File: config.mk
export PLATFORM = sky130hd
export DESIGN_NAME = fetch_unit_flat
export DESIGN_NICKNAME = d
export VERILOG_FILES = /design/src/rtl/fetch_unit_pkg.sv /design/src/rtl/fetch_unit_if.sv /design/src/rtl/fetch_unit_if_id_reg.sv /design/src/rtl/fetch_unit.sv /design/src/flat_wrapper.sv
export SDC_FILE = /design/constraint.sdc
export NUM_CORES = 1
export LEC_CHECK = 0
export CAP_MARGIN = 40
export CORE_MARGIN = 3
export CORE_UTILIZATION = 47
export CTS_BUF_LIST = sky130_fd_sc_hd__clkbuf_4 sky130_fd_sc_hd__clkbuf_8
export DETAILED_ROUTE_END_ITERATION = 16
export PLACE_DENSITY = 0.9
export SETUP_SLACK_MARGIN = 0.02
export SLEW_MARGIN = 5
export SYNTH_ARGS = -nofsm -noshare
export SYNTH_HDL_FRONTEND = slang
export SYNTH_SLANG_ARGS = --single-unit
File: constraint.sdc
create_clock -name clk -period 9.9 [get_ports clk]
set_input_delay 2.475 -clock clk [delete_from_list [all_inputs] [get_ports clk]]
set_output_delay 2.475 -clock clk [all_outputs]
set_load 0.01 [all_outputs]
File: src/rtl/fetch_unit_pkg.sv
// Shared constants for the instruction-fetch stage: word width, bubble word,
// reset PC, fetch-FSM state encoding and the IF/ID payload layout.
// No logic of its own; imported by every file of the fetch stage.
package fetch_unit_pkg;

    localparam int WORD_W = 32;

    localparam logic [WORD_W-1:0] NOP_WORD_DEF = 32'h0000_0000;
    localparam logic [WORD_W-1:0] RESET_PC_DEF = 32'h0000_3000;

    // Fetch FSM encoding kept as plain constants so older tools can read it.
    localparam logic [1:0] ST_FETCH = 2'd0;   // request outstanding
    localparam logic [1:0] ST_DROP  = 2'd1;   // stale request outstanding
    localparam logic [1:0] ST_HOLD  = 2'd2;   // word parked in buffer during stall

    typedef struct packed {
        logic [WORD_W-1:0] pc;
        logic [WORD_W-1:0] instr;
        logic              vld;
    } ifid_t;

    // Instruction memory is word addressed: low two bits are always cleared.
    function automatic logic [WORD_W-1:0] align_pc(input logic [WORD_W-1:0] a);
        return {a[WORD_W-1:2], 2'b00};
    endfunction

endpackage

File: src/rtl/fetch_unit_if.sv
// Instruction-memory request/ack bus between the fetch stage and imem.
// Latency: none (wires only).
// Backpressure: imem acks one cycle per accepted request, any number of cycles later.
// Signals: imemReq/imemAddr (fetch -> mem), imemAck/imemData (mem -> fetch).
interface fetch_unit_if;
    import fetch_unit_pkg::*;

    logic              imemReq;
    logic [WORD_W-1:0] imemAddr;
    logic              imemAck;
    logic [WORD_W-1:0] imemData;

    modport master (output imemReq, output imemAddr, input imemAck, input imemData);
    modport slave  (input imemReq, input imemAddr, output imemAck, output imemData);

endinterface

File: src/rtl/fetch_unit_if_id_reg.sv
// Pipeline register carrying {pc, instr, valid} between two stages.
// Latency: 1 cycle from load to output.
// Backpressure: hold_i freezes contents; squash_i wins over load and hold.
// Ports: clk/rst, load_i/squash_i/hold_i controls, pc_i/instr_i in, pc_o/instr_o/vld_o out.
module if_id_reg
    import fetch_unit_pkg::*;
#(
    parameter logic [WORD_W-1:0] NOP_WORD = NOP_WORD_DEF
) (
    input  logic              clk,
    input  logic              rst,
    input  logic              load_i,
    input  logic              squash_i,
    input  logic              hold_i,
    input  logic [WORD_W-1:0] pc_i,
    input  logic [WORD_W-1:0] instr_i,
    output logic [WORD_W-1:0] pc_o,
    output logic [WORD_W-1:0] instr_o,
    output logic              vld_o
);

    ifid_t stage_q, stage_d;

    // With no control asserted the stage fills with a bubble.
    always_comb begin
        stage_d = '{pc: pc_i, instr: NOP_WORD, vld: 1'b0};
        if (!squash_i) begin
            if (load_i) begin
                stage_d = '{pc: pc_i, instr: instr_i, vld: 1'b1};
            end else if (hold_i) begin
                stage_d = stage_q;
            end
        end
    end

    always_ff @(posedge clk or posedge rst) begin
        if (rst) begin
            stage_q <= '{pc: '0, instr: NOP_WORD, vld: 1'b0};
        end else begin
            stage_q <= stage_d;
        end
    end

    assign pc_o    = stage_q.pc;
    assign instr_o = stage_q.instr;
    assign vld_o   = stage_q.vld;

endmodule

File: src/rtl/fetch_unit.sv
// Instruction fetch: owns the PC, runs the imem req/ack handshake, feeds IF/ID.
// Latency: 1 instruction per cycle with zero-wait memory; fetch-to-ID is 1 cycle.
// Backpressure: stall holds PC and IF/ID; a word acked under stall is parked in HOLD.
// Ports: clk/reset, newPC/flushID/flushEX/stall from next-PC/hazard logic,
//   imem (fetch_unit_if master), pc/instruction/fetchValid to next-PC logic,
//   pcID/instrID/validID from the IF/ID register.
// Build option FETCH_STATS_EN adds fetchWaitCount and squashCount outputs.
module fetch_unit
    import fetch_unit_pkg::*;
#(
    parameter logic [WORD_W-1:0] RESET_PC = RESET_PC_DEF,
    parameter logic [WORD_W-1:0] NOP_WORD = NOP_WORD_DEF
) (
    input  logic              clk,
    input  logic              reset,
    input  logic [WORD_W-1:0] newPC,
    input  logic              flushID,
    input  logic              flushEX,
    input  logic              stall,
    fetch_unit_if.master      imem,
    output logic [WORD_W-1:0] pc,
    output logic [WORD_W-1:0] instruction,
    output logic              fetchValid,
    output logic [WORD_W-1:0] pcID,
    output logic [WORD_W-1:0] instrID,
    output logic              validID
`ifdef FETCH_STATS_EN
    ,
    output logic [31:0]       fetchWaitCount,
    output logic [31:0]       squashCount
`endif
);

    logic [1:0]        state_q, state_d;
    logic [WORD_W-1:0] pc_q, pc_d;
    logic [WORD_W-1:0] buf_q, buf_d;
    logic              id_load, id_squash, id_hold;
    logic [WORD_W-1:0] id_instr;
    logic [WORD_W-1:0] next_pc;
    logic              ack;

    // flushEX belongs to later stages; newPC low bits are dropped by alignment.
    logic unused_ok;
    assign unused_ok = ^{flushEX, newPC[1:0]};

    assign next_pc = align_pc(newPC);
    assign ack     = imem.imemAck;

    always_comb begin
        state_d   = state_q;
        pc_d      = pc_q;
        buf_d     = buf_q;
        id_load   = 1'b0;
        id_squash = 1'b0;
        id_hold   = 1'b0;
        id_instr  = imem.imemData;
        case (state_q)
            ST_FETCH: begin
                if (ack) begin
                    if (flushID) begin
                        // request already completed, so no DROP needed
                        id_squash = 1'b1;
                        pc_d      = next_pc;
                    end else if (stall) begin
                        buf_d   = imem.imemData;
                        state_d = ST_HOLD;
                        id_hold = 1'b1;
                    end else begin
                        id_load = 1'b1;
                        pc_d    = next_pc;
                    end
                end else if (flushID) begin
                    pc_d      = next_pc;
                    state_d   = ST_DROP;
                    id_squash = 1'b1;
                end else if (stall) begin
                    id_hold = 1'b1;
                end else begin
                    id_squash = 1'b1;
                end
            end
            ST_DROP: begin
                id_squash = 1'b1;
                if (flushID) pc_d = next_pc;
                if (ack) state_d = ST_FETCH;
            end
            ST_HOLD: begin
                if (flushID) begin
                    pc_d      = next_pc;
                    id_squash = 1'b1;
                    state_d   = ST_FETCH;
                end else if (stall) begin
                    id_hold = 1'b1;
                end else begin
                    id_load  = 1'b1;
                    id_instr = buf_q;
                    pc_d     = next_pc;
                    state_d  = ST_FETCH;
                end
            end
            default: begin
                id_squash = 1'b1;
                state_d   = ST_FETCH;
            end
        endcase
    end

    always_ff @(posedge clk or posedge reset) begin
        if (reset) begin
            state_q <= ST_FETCH;
            pc_q    <= RESET_PC;
            buf_q   <= NOP_WORD;
        end else begin
            state_q <= state_d;
            pc_q    <= pc_d;
            buf_q   <= buf_d;
        end
    end

    if_id_reg #(.NOP_WORD(NOP_WORD)) u_if_id (
        .clk      (clk),
        .rst      (reset),
        .load_i   (id_load),
        .squash_i (id_squash),
        .hold_i   (id_hold),
        .pc_i     (pc_q),
        .instr_i  (id_instr),
        .pc_o     (pcID),
        .instr_o  (instrID),
        .vld_o    (validID)
    );

    // Request is held off while reset is high so it first rises after release.
    assign imem.imemReq  = (state_q == ST_FETCH) && !reset;
    assign imem.imemAddr = pc_q;
    assign pc            = pc_q;

    always_comb begin
        fetchValid  = 1'b0;
        instruction = NOP_WORD;
        if (state_q == ST_HOLD) begin
            fetchValid  = 1'b1;
            instruction = buf_q;
        end else if (state_q == ST_FETCH && ack && !reset) begin
            fetchValid  = 1'b1;
            instruction = imem.imemData;
        end
    end

`ifdef FETCH_STATS_EN
    logic [31:0] wait_cnt_q, squash_cnt_q;
    logic        wait_ev, squash_ev;

    assign wait_ev   = (state_q == ST_FETCH && !ack) || (state_q == ST_DROP);
    // In DROP the fetch is already squashed, so a further flush adds nothing.
    assign squash_ev = flushID && (state_q == ST_FETCH || state_q == ST_HOLD);

    always_ff @(posedge clk or posedge reset) begin
        if (reset) begin
            wait_cnt_q   <= '0;
            squash_cnt_q <= '0;
        end else begin
            if (wait_ev && wait_cnt_q != 32'hFFFF_FFFF) wait_cnt_q <= wait_cnt_q + 32'd1;
            if (squash_ev && squash_cnt_q != 32'hFFFF_FFFF) squash_cnt_q <= squash_cnt_q + 32'd1;
        end
    end

    assign fetchWaitCount = wait_cnt_q;
    assign squashCount    = squash_cnt_q;
`endif

endmodule

File: src/flat_wrapper.sv
// flat-port wrapper written by rule: the top's interface ports become plain ports
module fetch_unit_flat import fetch_unit_pkg::*;
#(
    parameter logic [WORD_W-1:0] RESET_PC = RESET_PC_DEF,
    parameter logic [WORD_W-1:0] NOP_WORD = NOP_WORD_DEF
)
  (clk, reset, newPC, flushID, flushEX, stall, pc, instruction, fetchValid, pcID, instrID, validID, imem_imemReq, imem_imemAddr, imem_imemAck, imem_imemData);
  fetch_unit_if imem_i ();
  input  logic clk;
  input  logic reset;
  input  logic [WORD_W-1:0] newPC;
  input  logic flushID;
  input  logic flushEX;
  input  logic stall;
  output logic [WORD_W-1:0] pc;
  output logic [WORD_W-1:0] instruction;
  output logic fetchValid;
  output logic [WORD_W-1:0] pcID;
  output logic [WORD_W-1:0] instrID;
  output logic validID;
  output wire logic [$bits(imem_i.imemReq)-1:0] imem_imemReq;
  output wire logic [$bits(imem_i.imemAddr)-1:0] imem_imemAddr;
  input wire logic [$bits(imem_i.imemAck)-1:0] imem_imemAck;
  input wire logic [$bits(imem_i.imemData)-1:0] imem_imemData;
  assign imem_imemReq = imem_i.imemReq;
  assign imem_imemAddr = imem_i.imemAddr;
  assign imem_i.imemAck = imem_imemAck;
  assign imem_i.imemData = imem_imemData;
  fetch_unit #(.RESET_PC(RESET_PC), .NOP_WORD(NOP_WORD)) u_core (.clk(clk), .reset(reset), .newPC(newPC), .flushID(flushID), .flushEX(flushEX), .stall(stall), .imem(imem_i), .pc(pc), .instruction(instruction), .fetchValid(fetchValid), .pcID(pcID), .instrID(instrID), .validID(validID));
endmodule
==> results of run 1 <==
==> power by group through the flow <==
stage,Clock [mW],Sequential [mW],Combinational (mW)
after global routing,0.496,0.916,1.23
after floorplan,0,0.885,0.667
final,0.461,0.888,1.14
after detailed placement,0,0.897,1.16
after CTS,0.471,0.888,1.16
after global placement,0,0.874,1.10
==> routing by layer <==
metal,GRT usage (%),vias up,wire length (um)
li1,-,2269,-
met1,25.26,2415,6397
met2,37.34,188,8261
met3,6.267,29,1128
met4,8.927,0,354
met5,0,-,0
==> sequential cells by signal (all words and copies together), names as in the netlist <==
| register | cells |
|---|---|
| u_core.buf_q | 32 |
| u_core.imem.imemAddr | 32 |
| u_core.u_if_id.instr_o | 32 |
| u_core.u_if_id.pc_o | 32 |
| u_core.state_q | 2 |
| u_core.u_if_id.vld_o | 1 |
==> cell families after synthesis <==
family	share of synthesized area (%)
adders and majority gates	0.9610
DFF	50.39
and+or+nand+nor	5.651
buffers and inverters	12.53
AOI/OAI and AO/OA	9.571
muxes	20.89
==> through the flow <==
step	cells	util, %	setup slack, ps
floorplan	596	-	1095
global placement	905	62.91	2405
detailed placement	909	63.68	2336
CTS	941	66.75	2327
global route	941	66.75	2110
finish	941	66.75	2428
==> worst reg2reg max path, delay by kind of cell, from the launching register on <==
| kind | cells | cell delay (ps) |
|---|---|---|
| buffers and inverters | 3 | 1230 |
| and+or+nand+nor | 2 | 800 |
| muxes | 1 | 410 |
| DFF | 1 | 400 |
| adders and majority gates | 1 | 190 |
==> worst max-delay path by stage <==
stage	startpoint	to	slack, ps
4_1_cts	reset	instruction[30]	2330
3_5_place_dp	reset	instruction[30]	2340
6_report	reset	instruction[30]	2430
2_1_floorplan	reset	instruction[10]	1090
3_3_place_gp	reset	instruction[30]	2410
5_1_grt	reset	instruction[30]	2110
==> area by class of cell <==
class / count / area [um^2]
timing repair buffer: 240 / 2447
sequential: 131 / 3281
multi-input combinational: 326 / 2447
inverter: 36 / 137.6
fill: 1042 / 4456
clock inverter: 4 / 70.07
tap: 176 / 220.2
clock buffer: 28 / 341.6
==> cell usage in the layout, fill, tap and decap left out, drive strengths merged, types with 4 or more instances in the layout <==
master,synthesis,layout
clkbuf,13,28
dfrtp,129,129
nand2,42,42
o21ai,65,65
nand2b,4,4
clkdlybuf4s50,0,229
nor2,35,35
mux2,63,63
ha,5,5
inv,36,36
buf,90,11
mux2i,65,65
o31ai,30,30
==> results.txt, run 1 <==
Finish-stage setup viols -> 0
H-tree Lvls -> 4
Ys Warns -> 0
Sequential share of the synthesized area -> 50.39%
Final routed DRC violation total -> 0
Pins over their slew limit -> 0
Synth area leaders -> dfrtp_1, mux2i_1, buf_4
Worst setup SP type -> input port
Post-synthesis cell area -> 6510 um^2
Clock root buffer -> clkbuf_8
Internal Power -> 1.633 mW
Clock Tree Buf Depth -> 2
Post-Layout Inst Area -> 8945 um^2
Mean Syn Cell Area -> 10.92 um^2
Routed Antenna Nets -> 0
PD cells -> 278.4 nW/um^2
Routed vias/inst -> 5.208
TritonCTS clock tree -> yes
Synth Instances -> 596
Reg clk slew, reported paths -> 70 ps
DRT Pass-1 Iters -> 4
CP Max Fanout -> 69
Post-synth top flop -> dfrtp_1
Routed wire per std cell -> 17.15 um
Post-Route WL -> 16,140 um
# IOs -> 233
Worst Path Required -> 7430 ps
Reg-to-reg startpoint -> u_core.state_q[0]$_DFFE_PP0P_
First-pass GRT wire length -> 25,830 um
Via count -> 4,901
Count leader, synth -> dfrtp_1
Grt total ovfl -> 0
CP Cell Sequence -> clkdlybuf4s50_1, inv_4, a31oi_2, buf_4, a21oi_1, clkdlybuf4s50_1
Critical-path top delay cell -> inv_4
Setup TNS -> 0 ps
Placed Area -> 8533 um^2
Max-slew headroom -> 44.31%
FF-to-FF End -> u_core.u_if_id.pc_o[19]$_DFFE_PP0P_
CP peak stage delay -> 620 ps
Top cell type's share of synthesized area -> 49.59%
Hold path startpoint -> u_core.u_if_id.instr_o[4]$_DFFE_PP0P_
Status -> finished clean
Iter 0 DRT Violations -> 250
Fin crit period -> 7472 ps
Crit-path leading delay family -> buffers and inverters
Slack of the worst reg-to-reg path -> 6750 ps
Yosys reg bits -> 131
GRT Overall Usage -> 21.66%
Placer Congestion -> 0.8198
RSZ-0062 raised after global routing -> false
Initial antenna violation count -> 0
Switching share of power -> 34.42%
Period utilization -> 75.48%
PortBufs -> 229
PostCTS Resize Cnt -> 0
Post-synth ARST share -> 100.0%
Worst path depth -> 6
Seq pwr share -> 35.6%
Post-synthesis cell type count -> 29
Least-Margin Pin Slew -> 835.4 ps
Synthesized net count -> 671
Post-DP HPWL -> 11,630 um
Static leakage -> 3.883 nW
Die Y -> 123.7 um
Hold Path Class -> flip-flop to flip-flop
# clock sinks -> 131
# Post-CTS Setup Buffers -> 0
Total Power -> 2.491 mW
Synth-to-Final Area Change -> 37.40%
Fin nets -> 827
Site Rows -> 42
Initial Utilization -> 48.58%
Die Wd -> 123.7 um
Worst vdd ir -> 126.6 uV
Max Fclk -> 0.1338 GHz
CP Capture Type -> primary output
Logic pwr share -> 45.9%
Clock skew -> 10.01 ps
CP Data Arrival Time -> 5000 ps
Vias in the first global route -> 5,134
Worst Hold Path EP -> u_core.u_if_id.instr_o[4]$_DFFE_PP0P_
Cts hold-fix bufs -> 0
Max cap viols -> 0
Antenna Cells -> 0
CP dominant cell by count -> clkdlybuf4s50_1
Clock power share -> 18.5%
Die Footprint -> 15,300 um^2
CP Buf/Inv Count -> 4
Hold Path Depth -> 2
Layout cells sized above 1 -> 9.150%
Number of enable flip-flop cells after synthesis -> 0
Clk_lat worst skew -> 430 ps
Worst-case reg-to-reg path depth -> 7
Critical path class -> input port to primary output
Area leader, netlist -> dfrtp_1
Hold slack -> 486.1 ps
Largest net degree at the start of global routing -> 70
Core footprint -> 13,400 um^2
Hold Fails Final Rpt -> 0
Commonest cells post-synth -> dfrtp_1, buf_4, mux2i_1
Num CTS Buffers -> 17
Net Sw Power -> 0.8573 mW
Note: power is estimated with default switching activity, not from simulation.
==> run 2, diff against run 1 <==
==> constraint.sdc (replaced) <==
create_clock -name clk -period 6.98 [get_ports clk]
set_input_delay 1.745 -clock clk [delete_from_list [all_inputs] [get_ports clk]]
set_output_delay 1.745 -clock clk [all_outputs]
set_load 0.01 [all_outputs]
==> results.txt, run 2 (synthesis gave the netlist of run 1 again) <==
Period utilization -> 80.42%
Net Sw Power -> 1.239 mW (+45%)
Initial Utilization -> 48.58% (unchanged)
Footprint of the multi-input gates -> 2456 um^2 (+0.36%)
RSZ-0062 raised after global routing -> false
Via count -> 5,037 (+2.8%)
Routed vias/inst -> 5.341 (+2.6%)
Setup TNS -> 0 ps (unchanged)
Final core utilization -> 67.11% (+0.36 points)
GRT Overall Usage -> 22.30% (+0.64 points)
DRT Pass-1 Iters -> 4 (unchanged)
# IOs -> 233 (unchanged)
Final routed DRC violation total -> 0 (unchanged)
Fin crit period -> 5613 ps
Max Fclk -> 0.1781 GHz
Reg clk slew, reported paths -> 70 ps (about the same)
Clock root buffer -> clkbuf_8
Least-Margin Pin Slew -> 927.9 ps (+92.53 ps)
Clk_lat worst skew -> 420 ps (about the same)
CP Capture Type -> primary output
Filler Cell Count -> 953 (-8.5%)
Status -> finished clean
PortBufs -> 229 (unchanged)
Largest net degree at the start of global routing -> 60 (-14%)
Site Rows -> 42 (unchanged)
Die Wd -> 123.7 um (unchanged)
Initial antenna violation count -> 0 (unchanged)
Placer Congestion -> 0.7912 (-3.5%)
Post-DP HPWL -> 12,110 um (+4.1%)
Max cap viols -> 0 (unchanged)
Num CTS Buffers -> 17 (unchanged)
Static leakage -> 3.892 nW (+0.23%)
Worst Path Required -> 5240 ps (-2190 ps)
Layout cells sized above 1 -> 9.387% (+0.24 points)
Critical path class -> input port to primary output
Post-Route WL -> 16,790 um (+4.0%)
Routed Antenna Nets -> 0 (unchanged)
H-tree Lvls -> 4 (unchanged)
Placed insts -> 911 (+0.22%)
Most frequent cells in the layout -> clkdlybuf4s50_1, dfrtp_1, mux2i_1
Setup slack after layout -> 1367 ps (-1061 ps)
# clock sinks -> 131 (unchanged)
PostCTS Resize Cnt -> 0 (unchanged)
Cts hold-fix bufs -> 0 (unchanged)
Clock skew -> 6.476 ps (-3.538 ps)
Worst setup SP type -> input port
Die Footprint -> 15,300 um^2 (unchanged)
Commonest non-fill, non-tap cell in the layout -> clkdlybuf4s50_1
Worst vdd ir -> 206.1 uV (+63%)
Pins over their slew limit -> 0 (unchanged)
Grt total ovfl -> 0 (unchanged)
CP Data Arrival Time -> 3870 ps (-1130 ps)
Logic pwr share -> 45.6% (-0.3 points)
Fin nets -> 829 (+0.24%)
Vias in the first global route -> 5,259 (+2.4%)
Clock Tree Buf Depth -> 2 (unchanged)
Sequential Area -> 3281 um^2 (unchanged)
Internal Power -> 2.315 mW (+42%)
Finish-stage setup viols -> 0 (unchanged)
Core footprint -> 13,400 um^2 (unchanged)
Max-slew headroom -> 38.14% (-6.2 points)
Hold Fails Final Rpt -> 0 (unchanged)
Setup slack after placement -> 1388 ps (-948.1 ps)
Routed wire per std cell -> 17.81 um (+3.8%)
Clock power share -> 18.8% (+0.3 points)
Post-route insts no fill -> 943 (+0.21%)
# Post-CTS Setup Buffers -> 0 (unchanged)
Hold Path Class -> flip-flop to flip-flop
Switching share of power -> 34.86% (+0.44 points)
Hold slack -> 483.2 ps (-2.909 ps)
PD cells -> 395.2 nW/um^2 (+42%)
Die Y -> 123.7 um (unchanged)
Antenna Cells -> 0 (unchanged)
First-pass GRT wire length -> 26,170 um (+1.3%)
TritonCTS clock tree -> yes
Iter 0 DRT Violations -> 281 (+12%)
CP Max Fanout -> 33 (-52%)
Synth-to-Final Area Change -> 38.15%
Seq pwr share -> 35.5% (about the same)
-- run 2: cell types whose count changed in the layout (fill, tap and decap cells not counted), sizes merged --
cell / before / now
buf: 11 / 13
clkinv: 2 / 5
clkinvlp: 0 / 3
bufinv: 2 / 3
inv: 36 / 35
clkbuf: 28 / 22
-- run 2: path summary, 6_finish.rpt --
path	startpoint	to	slack, ps	depth (start not counted)
max	imem_imemAck	instruction[29]	1370	4
min in group asynchronous	reset	u_core.state_q[1]$_DFFE_PP0P_	1980	3
max in group asynchronous	reset	u_core.imem.imemAddr[13]$_DFFE_PP1P_	3860	5
min reg2reg	u_core.u_if_id.vld_o$_DFFE_PP0P_	u_core.u_if_id.vld_o$_DFFE_PP0P_	480	2
min	u_core.u_if_id.vld_o$_DFFE_PP0P_	u_core.u_if_id.vld_o$_DFFE_PP0P_	480	2
max reg2reg	u_core.state_q[0]$_DFFE_PP0P_	u_core.u_if_id.pc_o[22]$_DFFE_PP0P_	3660	7
-- run 2: per-stage QoR --
step	area (um^2)	power [mW]
4_1_cts	8994	3.593
3_3_place_gp	8448	2.804
6_report	8994	3.554
3_5_place_dp	8573	2.911
2_1_floorplan	6514	2.201
5_1_grt	8994	3.770
-- run 2: layer usage --
layer	GRT usage, %	wire [um]	vias to the layer above
met5	0	0	-
met4	8.927	365	0
met3	6.857	1461	27
met2	39.44	8543	213
met1	24.97	6423	2507
li1	-	-	2290
-- run 2: worst max-delay path: stages --
cell,delay [ps]
clkdlybuf4s50_1,620
a31oi_4,820
nor2_1,150
clkdlybuf4s50_1,520
-- run 2: power groups by stage --
| stage | Clock (mW) | Sequential, mW | Combinational (mW) |
|---|---|---|---|
| floorplan | 0 | 1.26 | 0.946 |
| global placement | 0 | 1.24 | 1.56 |
| detailed placement | 0 | 1.28 | 1.63 |
| CTS | 0.686 | 1.26 | 1.64 |
| global route | 0.721 | 1.30 | 1.75 |
| finish | 0.669 | 1.26 | 1.62 |
-- run 2: layout make-up --
class / instances / area share [%]
flip-flops and latches: 131 / 36.48
repair buffers: 242 / 27.55
multi-input cells: 326 / 27.31
clock buffers: 22 / 3.228
well taps: 176 / 2.449
inverters: 36 / 1.544
clock inverters: 10 / 1.447
==> run 3, diff against run 2 <==
--- a/config.mk
+++ b/config.mk
@@ -7,10 +7,10 @@
 export LEC_CHECK = 0
 export CAP_MARGIN = 40
 export CORE_MARGIN = 3
-export CORE_UTILIZATION = 47
+export CORE_UTILIZATION = 42
 export CTS_BUF_LIST = sky130_fd_sc_hd__clkbuf_4 sky130_fd_sc_hd__clkbuf_8
 export DETAILED_ROUTE_END_ITERATION = 16
-export PLACE_DENSITY = 0.9
+export PLACE_DENSITY = 0.86
 export SETUP_SLACK_MARGIN = 0.02
 export SLEW_MARGIN = 5
 export SYNTH_ARGS = -nofsm -noshare
==> constraint.sdc (replaced) <==
create_clock -name clk -period 4.65 [get_ports clk]
set_input_delay 1.1625 -clock clk [delete_from_list [all_inputs] [get_ports clk]]
set_output_delay 1.1625 -clock clk [all_outputs]
set_load 0.01 [all_outputs]
==> results.txt, run 3 (synthesis gave the netlist of run 1 again) <==
Worst-case reg-to-reg path depth -> 6 (-1)
Critical-path top delay cell -> clkdlybuf4s50_1
Final routed DRC violation total -> 0 (unchanged)
Post-Route WL -> 16,290 um (-3.0%)
Clk_lat worst skew -> 430 ps (about the same)
Slack of the worst reg-to-reg path -> 1990 ps (-1670 ps)
Critical path class -> input port to primary output
Die Wd -> 130.5 um (+5.5%)
Max Fclk -> 0.2365 GHz
Final core utilization -> 60.53% (-6.6 points)
# Post-CTS Setup Buffers -> 0 (unchanged)
Vias in the first global route -> 5,015 (-4.6%)
H-tree Lvls -> 4 (unchanged)
Static leakage -> 3.899 nW (+0.19%)
Least-Margin Pin Slew -> 652.7 ps (-275.2 ps)
PostCTS Resize Cnt -> 0 (unchanged)
Antenna Cells -> 0 (unchanged)
Iter 0 DRT Violations -> 179 (-36%)
Status -> finished clean
Synth-to-Final Area Change -> 38.21% (about the same)
Site Rows -> 44 (+4.8%)
Worst path depth -> 5 (+1)
CP Cell Sequence -> clkdlybuf4s50_1, a31oi_2, buf_4, a21oi_1, clkdlybuf4s50_1
Routed Antenna Nets -> 0 (unchanged)
Switching share of power -> 33.94% (-0.92 points)
GR met3 Demand/Resource -> 7.073% (+0.22 points)
Placer Congestion -> 0.8206 (+3.7%)
Net Sw Power -> 1.823 mW (+47%)
Placed insts -> 922 (+1.2%)
Post-DP HPWL -> 11,540 um (-4.8%)
Met2 GRT Util -> 32.90% (-6.5 points)
Worst setup SP type -> input port
Clock power share -> 20.0% (+1.2 points)
Via count -> 4,837 (-4.0%)
Hold slack -> 481.2 ps (-2.055 ps)
PD cells -> 596.9 nW/um^2 (+51%)
Routed vias/inst -> 5.076 (-5.0%)
Worst vdd ir -> 246.5 uV (+20%)
Reg clk slew, reported paths -> 60 ps (about the same)
Largest net degree at the start of global routing -> 60 (unchanged)
Critical Path Start -> imem_imemAck
Core footprint -> 14,860 um^2 (+11%)
CP Capture Type -> primary output
Post-route insts no fill -> 953 (+1.1%)
First-pass GRT wire length -> 25,840 um (-1.3%)
Fin crit period -> 4228 ps
PortBufs -> 229 (unchanged)
Initial antenna violation count -> 0 (unchanged)
CP Max Fanout -> 33 (unchanged)
Clock skew -> 7.561 ps (+1.085 ps)
CP peak stage delay -> 690 ps (-130 ps)
Hold path startpoint -> u_core.u_if_id.instr_o[31]$_DFFE_PP0P_
Cts hold-fix bufs -> 0 (unchanged)
# clock sinks -> 131 (unchanged)
Crit-path leading delay family -> buffers and inverters
Fin nets -> 832 (+0.36%)
TritonCTS clock tree -> yes
Max cap viols -> 0 (unchanged)
Logic pwr share -> 45.2% (-0.4 points)
Clock Tree Buf Depth -> 2 (unchanged)
Die Footprint -> 17,030 um^2 (+11%)
CP Data Arrival Time -> 3070 ps (-800 ps)
# IOs -> 233 (unchanged)
Setup TNS -> 0 ps (unchanged)
Grt total ovfl -> 0 (unchanged)
Initial Utilization -> 43.80% (-4.8 points)
Most frequent cells in the layout -> clkdlybuf4s50_1, dfrtp_1, mux2i_1
Max-slew headroom -> 56.49% (+18 points)
Hold Path Class -> flip-flop to flip-flop
Worst Path Required -> 3490 ps (-1750 ps)
FF-to-FF End -> u_core.u_if_id.pc_o[22]$_DFFE_PP0P_
Commonest non-fill, non-tap cell in the layout -> clkdlybuf4s50_1
Worst Setup EP -> instruction[30]
CP Buf/Inv Count -> 3 (+1)
Num CTS Buffers -> 17 (unchanged)
Seq pwr share -> 34.8% (-0.7 points)
Met1 Use GR -> 22.67% (-2.3 points)
GRT busiest layer -> met2
Routed wire per std cell -> 17.09 um (-4.0%)
DRT Pass-1 Iters -> 4 (unchanged)
Reg-to-reg startpoint -> u_core.state_q[0]$_DFFE_PP0P_
Hold Fails Final Rpt -> 0 (unchanged)
Clock root buffer -> clkbuf_8
CP dominant cell by count -> clkdlybuf4s50_1
Die Y -> 130.5 um (+5.5%)
Finish-stage setup viols -> 0 (unchanged)
Pins over their slew limit -> 0 (unchanged)
RSZ-0062 raised after global routing -> false
GRT Overall Usage -> 19.42% (-2.9 points)
Layout cells sized above 1 -> 9.623% (+0.24 points)
Period utilization -> 90.93%
Internal Power -> 3.547 mW (+53%)
[run 3: cell type report]
| class | count | area, um^2 |
|---|---|---|
| clock inverters | 8 | 150.1 |
| fillers | 1213 | 5867 |
| inverters | 36 | 138.9 |
| repair buffers | 245 | 2460 |
| multi-input cells | 326 | 2440 |
| well taps | 184 | 230.2 |
| clock buffers | 23 | 297.8 |
| flip-flops and latches | 131 | 3281 |
[run 3: how the worst min path moves through the flow]
stage / to / slack [ps] / cells past startpoint
3_5_place_dp: u_core.u_if_id.instr_o[23]$_DFFE_PP0P_ / 470 / 2
6_report: u_core.u_if_id.instr_o[31]$_DFFE_PP0P_ / 480 / 2
3_3_place_gp: u_core.u_if_id.instr_o[5]$_DFFE_PP0P_ / 460 / 2
5_1_grt: u_core.u_if_id.pc_o[11]$_DFFE_PP0P_ / 510 / 1
2_1_floorplan: u_core.buf_q[30]$_DFFE_PP0P_ / 460 / 2
4_1_cts: u_core.u_if_id.instr_o[31]$_DFFE_PP0P_ / 490 / 2
[run 3: layer usage]
layer  routed length, um  vias to the layer above
li1                    -                     2290
met1                6455                     2343
met2                8162                      182
met3                1373                       22
met4                 293                        0
met5                   0                        -
[run 3: power by group through the flow]
stage	clock network (mW)	registers (mW)	logic (mW)
after floorplan	0	1.89	1.42
after global routing	1.15	1.93	2.62
after CTS	1.11	1.87	2.46
final	1.08	1.87	2.43
after global placement	0	1.86	2.35
after detailed placement	0	1.89	2.45
[run 3: worst min-delay path, cell delays in order (launching register included)]
cell     delay, ps
dfrtp_1        340
nand2_1         40
o21ai_0         60
[run 3: per-stage QoR]
stage	setup slack, ps	instance area, um^2	power [mW]
after global placement	497.4	8479	4.219
final	422.0	8997	5.370
after global routing	321.5	8997	5.700
after detailed placement	448.7	8549	4.342
after floorplan	-688.9	6514	3.305
after CTS	435.0	8997	5.437
